$ cat config.mk
export PLATFORM = sky130hd
export DESIGN_NAME = bomb_flame
export DESIGN_NICKNAME = d
export VERILOG_FILES = /design/src/rtl/bomberman_pkg.sv /design/src/rtl/pix2cell.sv /design/src/rtl/bomb_flame.sv
export SDC_FILE = /design/constraint.sdc
export NUM_CORES = 1
export LEC_CHECK = 0
export BUFFER_PORTS_ARGS = -buffer_cell sky130_fd_sc_hd__buf_2
export CORE_MARGIN = 4
export CORE_UTILIZATION = 55
export DETAILED_ROUTE_END_ITERATION = 10
export PLACE_DENSITY = 0.82
export SLEW_MARGIN = 20
export SYNTH_ARGS = -nofsm -noshare
export SYNTH_HDL_FRONTEND = slang
export SYNTH_HIERARCHICAL = 1
export SYNTH_SLANG_ARGS = --single-unit
export TNS_END_PERCENT = 5
$ cat constraint.sdc
create_clock -name clk -period 4 [get_ports clk]
set_input_delay 0 -clock clk [delete_from_list [all_inputs] [get_ports clk]]
set_output_delay 0 -clock clk [all_outputs]
set_load 0.05 [all_outputs]
$ cat src/rtl/bomberman_pkg.sv
// Shared types and constants for the arena sprite sources.
package bomberman_pkg;
  localparam logic [7:0] TRANSPARENT = 8'd137;

  typedef enum logic [1:0] {IDLE, FUSE, BLAST} bomb_state_t;

  typedef logic [3:0] cell_t;
endpackage

$ cat src/rtl/pix2cell.sv
// Combinational scan-position to grid-cell mapping, shared by the grid sprite sources.
module pix2cell
  import bomberman_pkg::*;
#(
  parameter int CELL_LOG2 = 5,
  parameter int ORIGIN_X  = 80,
  parameter int ORIGIN_Y  = 48,
  parameter int GRID_W    = 15,
  parameter int GRID_H    = 13
) (
  input  logic [10:0] x,
  input  logic [10:0] y,
  output cell_t       cx,
  output cell_t       cy,
  output logic        on_grid
);
  localparam logic [10:0] OX = 11'(ORIGIN_X);
  localparam logic [10:0] OY = 11'(ORIGIN_Y);

  logic [10:0] dx;
  logic [10:0] dy;
  logic [10:0] sx;
  logic [10:0] sy;

  // Wrapped differences are harmless: the explicit origin compare rejects them.
  assign dx = x - OX;
  assign dy = y - OY;
  assign sx = dx >> CELL_LOG2;
  assign sy = dy >> CELL_LOG2;
  assign cx = sx[3:0];
  assign cy = sy[3:0];

  assign on_grid = (x >= OX) && (y >= OY) &&
                   (sx < 11'(GRID_W)) && (sy < 11'(GRID_H));
endmodule

$ cat src/rtl/bomb_flame.sv
// Bomb and cross-flame sprite source. Optional flame shading: BOMB_FLAME_ANIM_EN.
module bomb_flame
  import bomberman_pkg::*;
#(
  parameter int          CELL_LOG2    = 5,
  parameter int          ORIGIN_X     = 80,
  parameter int          ORIGIN_Y     = 48,
  parameter int          GRID_W       = 15,
  parameter int          GRID_H       = 13,
  parameter int          RANGE        = 2,
  parameter int          FUSE_FRAMES  = 120,
  parameter int          BLAST_FRAMES = 30,
  parameter logic [7:0]  BOMB_IDX     = 8'd40,
  parameter logic [7:0]  FLAME_IDX    = 8'd60
) (
  input  logic        clk,
  input  logic        reset_n,
  input  logic        frame_tick,
  input  logic        active,
  input  logic [10:0] x,
  input  logic [10:0] y,
  input  logic        place_req,
  input  logic [3:0]  place_cx,
  input  logic [3:0]  place_cy,
  output logic [7:0]  bomb_color,
  output logic [7:0]  flame_color,
  output logic        busy,
  output logic        explode
);
  localparam int CW = 8;

  bomb_state_t   state_reg, state_next;
  logic [CW-1:0] cnt_reg, cnt_next;
  cell_t         bx_reg, bx_next;
  cell_t         by_reg, by_next;
  logic          explode_reg, explode_next;
  logic [7:0]    bomb_color_reg, flame_color_reg;
  logic [7:0]    flame_shade;

  cell_t pcx, pcy;
  logic  on_grid;
  cell_t ddx, ddy;
  logic  bomb_hit, flame_hit;

  pix2cell #(
    .CELL_LOG2 (CELL_LOG2),
    .ORIGIN_X  (ORIGIN_X),
    .ORIGIN_Y  (ORIGIN_Y),
    .GRID_W    (GRID_W),
    .GRID_H    (GRID_H)
  ) u_pix2cell (
    .x       (x),
    .y       (y),
    .cx      (pcx),
    .cy      (pcy),
    .on_grid (on_grid)
  );

  always_comb begin
    state_next   = state_reg;
    cnt_next     = cnt_reg;
    bx_next      = bx_reg;
    by_next      = by_reg;
    explode_next = 1'b0;
    case (state_reg)
      IDLE: begin
        // A same-cycle frame_tick is deliberately not counted here.
        if (place_req && (place_cx < 4'(GRID_W)) && (place_cy < 4'(GRID_H))) begin
          bx_next    = place_cx;
          by_next    = place_cy;
          cnt_next   = '0;
          state_next = FUSE;
        end
      end
      FUSE: begin
        if (frame_tick) begin
          if (cnt_reg == CW'(FUSE_FRAMES - 1)) begin
            cnt_next     = '0;
            state_next   = BLAST;
            explode_next = 1'b1;
          end else begin
            cnt_next = cnt_reg + 1'b1;
          end
        end
      end
      BLAST: begin
        if (frame_tick) begin
          if (cnt_reg == CW'(BLAST_FRAMES - 1)) begin
            cnt_next   = '0;
            state_next = IDLE;
          end else begin
            cnt_next = cnt_reg + 1'b1;
          end
        end
      end
      default: state_next = IDLE;
    endcase
  end

  always_ff @(posedge clk or negedge reset_n) begin
    if (!reset_n) begin
      state_reg   <= IDLE;
      cnt_reg     <= '0;
      bx_reg      <= '0;
      by_reg      <= '0;
      explode_reg <= 1'b0;
    end else begin
      state_reg   <= state_next;
      cnt_reg     <= cnt_next;
      bx_reg      <= bx_next;
      by_reg      <= by_next;
      explode_reg <= explode_next;
    end
  end

`ifdef BOMB_FLAME_ANIM_EN
  logic [1:0] anim_reg;

  always_ff @(posedge clk or negedge reset_n) begin
    if (!reset_n) begin
      anim_reg <= 2'd0;
    end else if (state_reg == FUSE && state_next == BLAST) begin
      anim_reg <= 2'd0;
    end else if (state_reg == BLAST && frame_tick) begin
      anim_reg <= anim_reg + 2'd1;
    end
  end

  assign flame_shade = FLAME_IDX + {6'd0, anim_reg};
`else
  assign flame_shade = FLAME_IDX;
`endif

  assign ddx = (pcx >= bx_reg) ? (pcx - bx_reg) : (bx_reg - pcx);
  assign ddy = (pcy >= by_reg) ? (pcy - by_reg) : (by_reg - pcy);

  assign bomb_hit  = (state_reg == FUSE) && on_grid && (pcx == bx_reg) && (pcy == by_reg);
  assign flame_hit = (state_reg == BLAST) && on_grid &&
                     (((pcy == by_reg) && (ddx <= 4'(RANGE))) ||
                      ((pcx == bx_reg) && (ddy <= 4'(RANGE))));

  always_ff @(posedge clk or negedge reset_n) begin
    if (!reset_n) begin
      bomb_color_reg  <= TRANSPARENT;
      flame_color_reg <= TRANSPARENT;
    end else begin
      bomb_color_reg  <= (active && bomb_hit)  ? BOMB_IDX    : TRANSPARENT;
      flame_color_reg <= (active && flame_hit) ? flame_shade : TRANSPARENT;
    end
  end

  assign bomb_color  = bomb_color_reg;
  assign flame_color = flame_color_reg;
  assign busy        = (state_reg != IDLE);
  assign explode     = explode_reg;
endmodule

==> results.toml <==
[yosys]
syn-cell-area_sq_mm = 0.00215
synthSimpleGateAreaFrac_pct = 18.0
synthXorXnorAreaFrac_pct = 4.08
synth_top_family_by_area = "compound AO/OA/AOI/OAI gates"
synth_cell_type_count = 59
ys_seq_area_share_pct = 26.9
ys_async_sr_fraction_pct = 100
synthMuxAreaShare_pct = 4.72
synth_edf_count = 0
synth-compound-area-share_pct = 19.8
ys_ff_latch = 23
netlist_instances = 235
yosys_warnings = 6
avgSynthCellArea_sq_um = 9.13
synth-main-ff-cell = "dfrtp_1"
synth-adder-area-share_pct = 16.0

[power_and_ir_drop]
peakVddDrop_uv = 508
powerDensity_mw_per_mm2 = 557
p_leak_nw = 1.12
p_total_mw = 1.35

[routing]
postRouteWirelength_microns = 4430
routedWlPerCell_microns = 13.8
ant_nets = 0
dr.pass1.iters = 4
viasPerCell = 5.59
vias = 1793
drc = 0
first_iter_violations = 71

[clocking]
clk_pin_slew_worst_paths_ns = 0.08
clock-sinks = 23
cts_buffer_depth = 2
cts_buffers = 3
cts-resized-gates = 0
cts_max_level = 1
cts_root_buf = "clkbuf_8"
hold_buffers = 7
post_cts_buffers = 0
cts_tree = "yes"
worstSkewPairLatency_ns = 0.27

[layout]
final_area_sq_mm = 0.00241
diodes = 0
largest_reg_flops = 8
areaGrowthSynthToFinish_pct = 12.5
layout_common_cells = "36 x buf_2, 26 x inv_1, 21 x ha_1, 21 x dfrtp_1, 13 x nand2_1"
fillCellCount = 321
mostFrequentLayoutCell = "buf_2"
multi_input_area_sq_mm = 0.00137
regArea_sq_um = 578
layout-drive-gt1-share_pct = 21.2
nNetsFinal = 334

[sta]
min_period_ns = 2.20
finClkSkew_ns = 0.00388
worst_slew_pin_slew_ns = 0.543
slew_headroom_pct = 63.4
setup_violations = 0
hold_violations = 0
max_freq_mhz = 454
fin_crit_sh_pct = 55.0
finalSetupTns_ns = 0
grt_setup_unrepaired = "false"
slew_viol_final = 0

[worst_setup_path]
r2r_cells = 7
path_cells = "inv_1 -> ha_1 -> nor2b_1 -> o21a_1 -> or3_1 -> a2111o_1 -> a41o_1"
r2r-end = "flame_color[0]$_DFF_PN1_"
crit_required_ns = 4.20
critPathMaxStageDelay_ns = 0.43
critPathSlowestCell = "dfrtp_1"
cp_max_fo = 4
cp.arrival_ns = 2.41
path_buf_inv = 1
path_delay_family = "compound AO/OA/AOI/OAI gates"
end_kind = "register"
r2r_slack_ns = 1.80
path_class = "reg -> reg"
start_kind = "register"
reg2reg_from = "by_reg[1]$_DFFE_PN0P_"

[floorplan]
start_util_pct = 57.7
die_h_microns = 70.5
dieWidth_microns = 70.5
coreArea_sq_mm = 0.00372
num_rows = 22
io_pins = 53
fp.dieArea_sq_mm = 0.00496

[job]
maxCapViolCount = 0

[grt]
grt_max_degree = 24
overflow = 0
grt_pass1_vias = 1757
antenna_found_initial = 0
grt_usage_pct = 18.5
grt_pass1_wl_microns = 7590

[min_path]
hp-class = "in -> reg"
worstHoldStart = "place_cy[1]"
min_to = "by_reg[1]$_DFFE_PN0P_"
hold_path_depth = 2

[placed_design]
portBuffers = 36
placed_area_sq_mm = 0.00229
hpwlAfterDp_microns = 3510
routabilityCongestion = 0.851

[run_status]
status = "completed"
## cell type report
class,instances,share of cell area (%)
clock buffer,3,1.71
timing repair buffer,44,10.8
multi-input combinational,176,56.8
inverter,26,4.04
tap,48,2.49
sequential,23,24.0
clock inverter,1,0.207
## power by group
group	leakage, nW	internal, mW	switching, mW
logic	0.799	0.359	0.439
registers	0.292	0.314	0.0883
clock network	0.0255	0.0696	0.0747
## synth_stat cells (5+ instances only)
library cell | n | area share [%]
nor2_1 | 12 | 2.1
a21oi_1 | 6 | 1.4
ha_1 | 21 | 12
dfrtp_1 | 21 | 24
mux2_2 | 9 | 4.7
a2bb2oi_1 | 5 | 2.0
nor2b_1 | 7 | 2.0
o21ai_0 | 12 | 2.8
buf_4 | 12 | 4.2
nand2_1 | 13 | 2.3
nand3_1 | 6 | 1.4
xnor2_1 | 5 | 2.0
inv_1 | 26 | 4.5
xor2_1 | 5 | 2.0
o31ai_1 | 6 | 2.1
## layer usage
| metal | up-vias | track usage (%) | part of all wire, % |
|---|---|---|---|
| li1 | 892 | - | - |
| met1 | 840 | 24.0 | 44 |
| met2 | 52 | 31.3 | 48 |
| met3 | 9 | 3.45 | 6.5 |
| met4 | 0 | 5.32 | 1.4 |
| met5 | - | 0 | 0 |
## worst max-delay path by stage
stage / to / cells after the start / start / slack (ns)
6_report: flame_color[0]$_DFF_PN1_ / 7 / by_reg[1]$_DFFE_PN0P_ / 1.80
5_1_grt: flame_color[0]$_DFF_PN1_ / 7 / by_reg[1]$_DFFE_PN0P_ / 1.71
4_1_cts: flame_color[0]$_DFF_PN1_ / 7 / by_reg[1]$_DFFE_PN0P_ / 1.81
3_5_place_dp: flame_color[0]$_DFF_PN1_ / 9 / y[4] / 1.60
3_3_place_gp: flame_color[0]$_DFF_PN1_ / 9 / y[4] / 1.62
2_1_floorplan: flame_color[0]$_DFF_PN1_ / 8 / y[4] / 1.86
## cell families (layout without fill, tap and decap cells)
group                    after synthesis  in the layout
AND/OR/NAND/NOR                       67             67
AO/OA/AOI/OAI                         57             57
buffers and inverters                 42             74
adder cells (fa/ha/maj)               25             25
flip-flops                            23             23
XOR/XNOR                              10             10
multiplexers                           9              9
other                                  2              8
## stage by stage
stage	utilization [%]	worst slack [ns]	std cells	hold WS, ns
2_1_floorplan	-	1.86	241	-0.296
3_3_place_gp	61.5	1.62	309	-0.00784
3_5_place_dp	61.5	1.60	309	-0.00497
4_1_cts	64.7	1.81	320	0.00188
5_1_grt	64.9	1.71	321	0.00792
6_report	64.9	1.80	321	0.00448
Power figures use the tool's default switching activity.
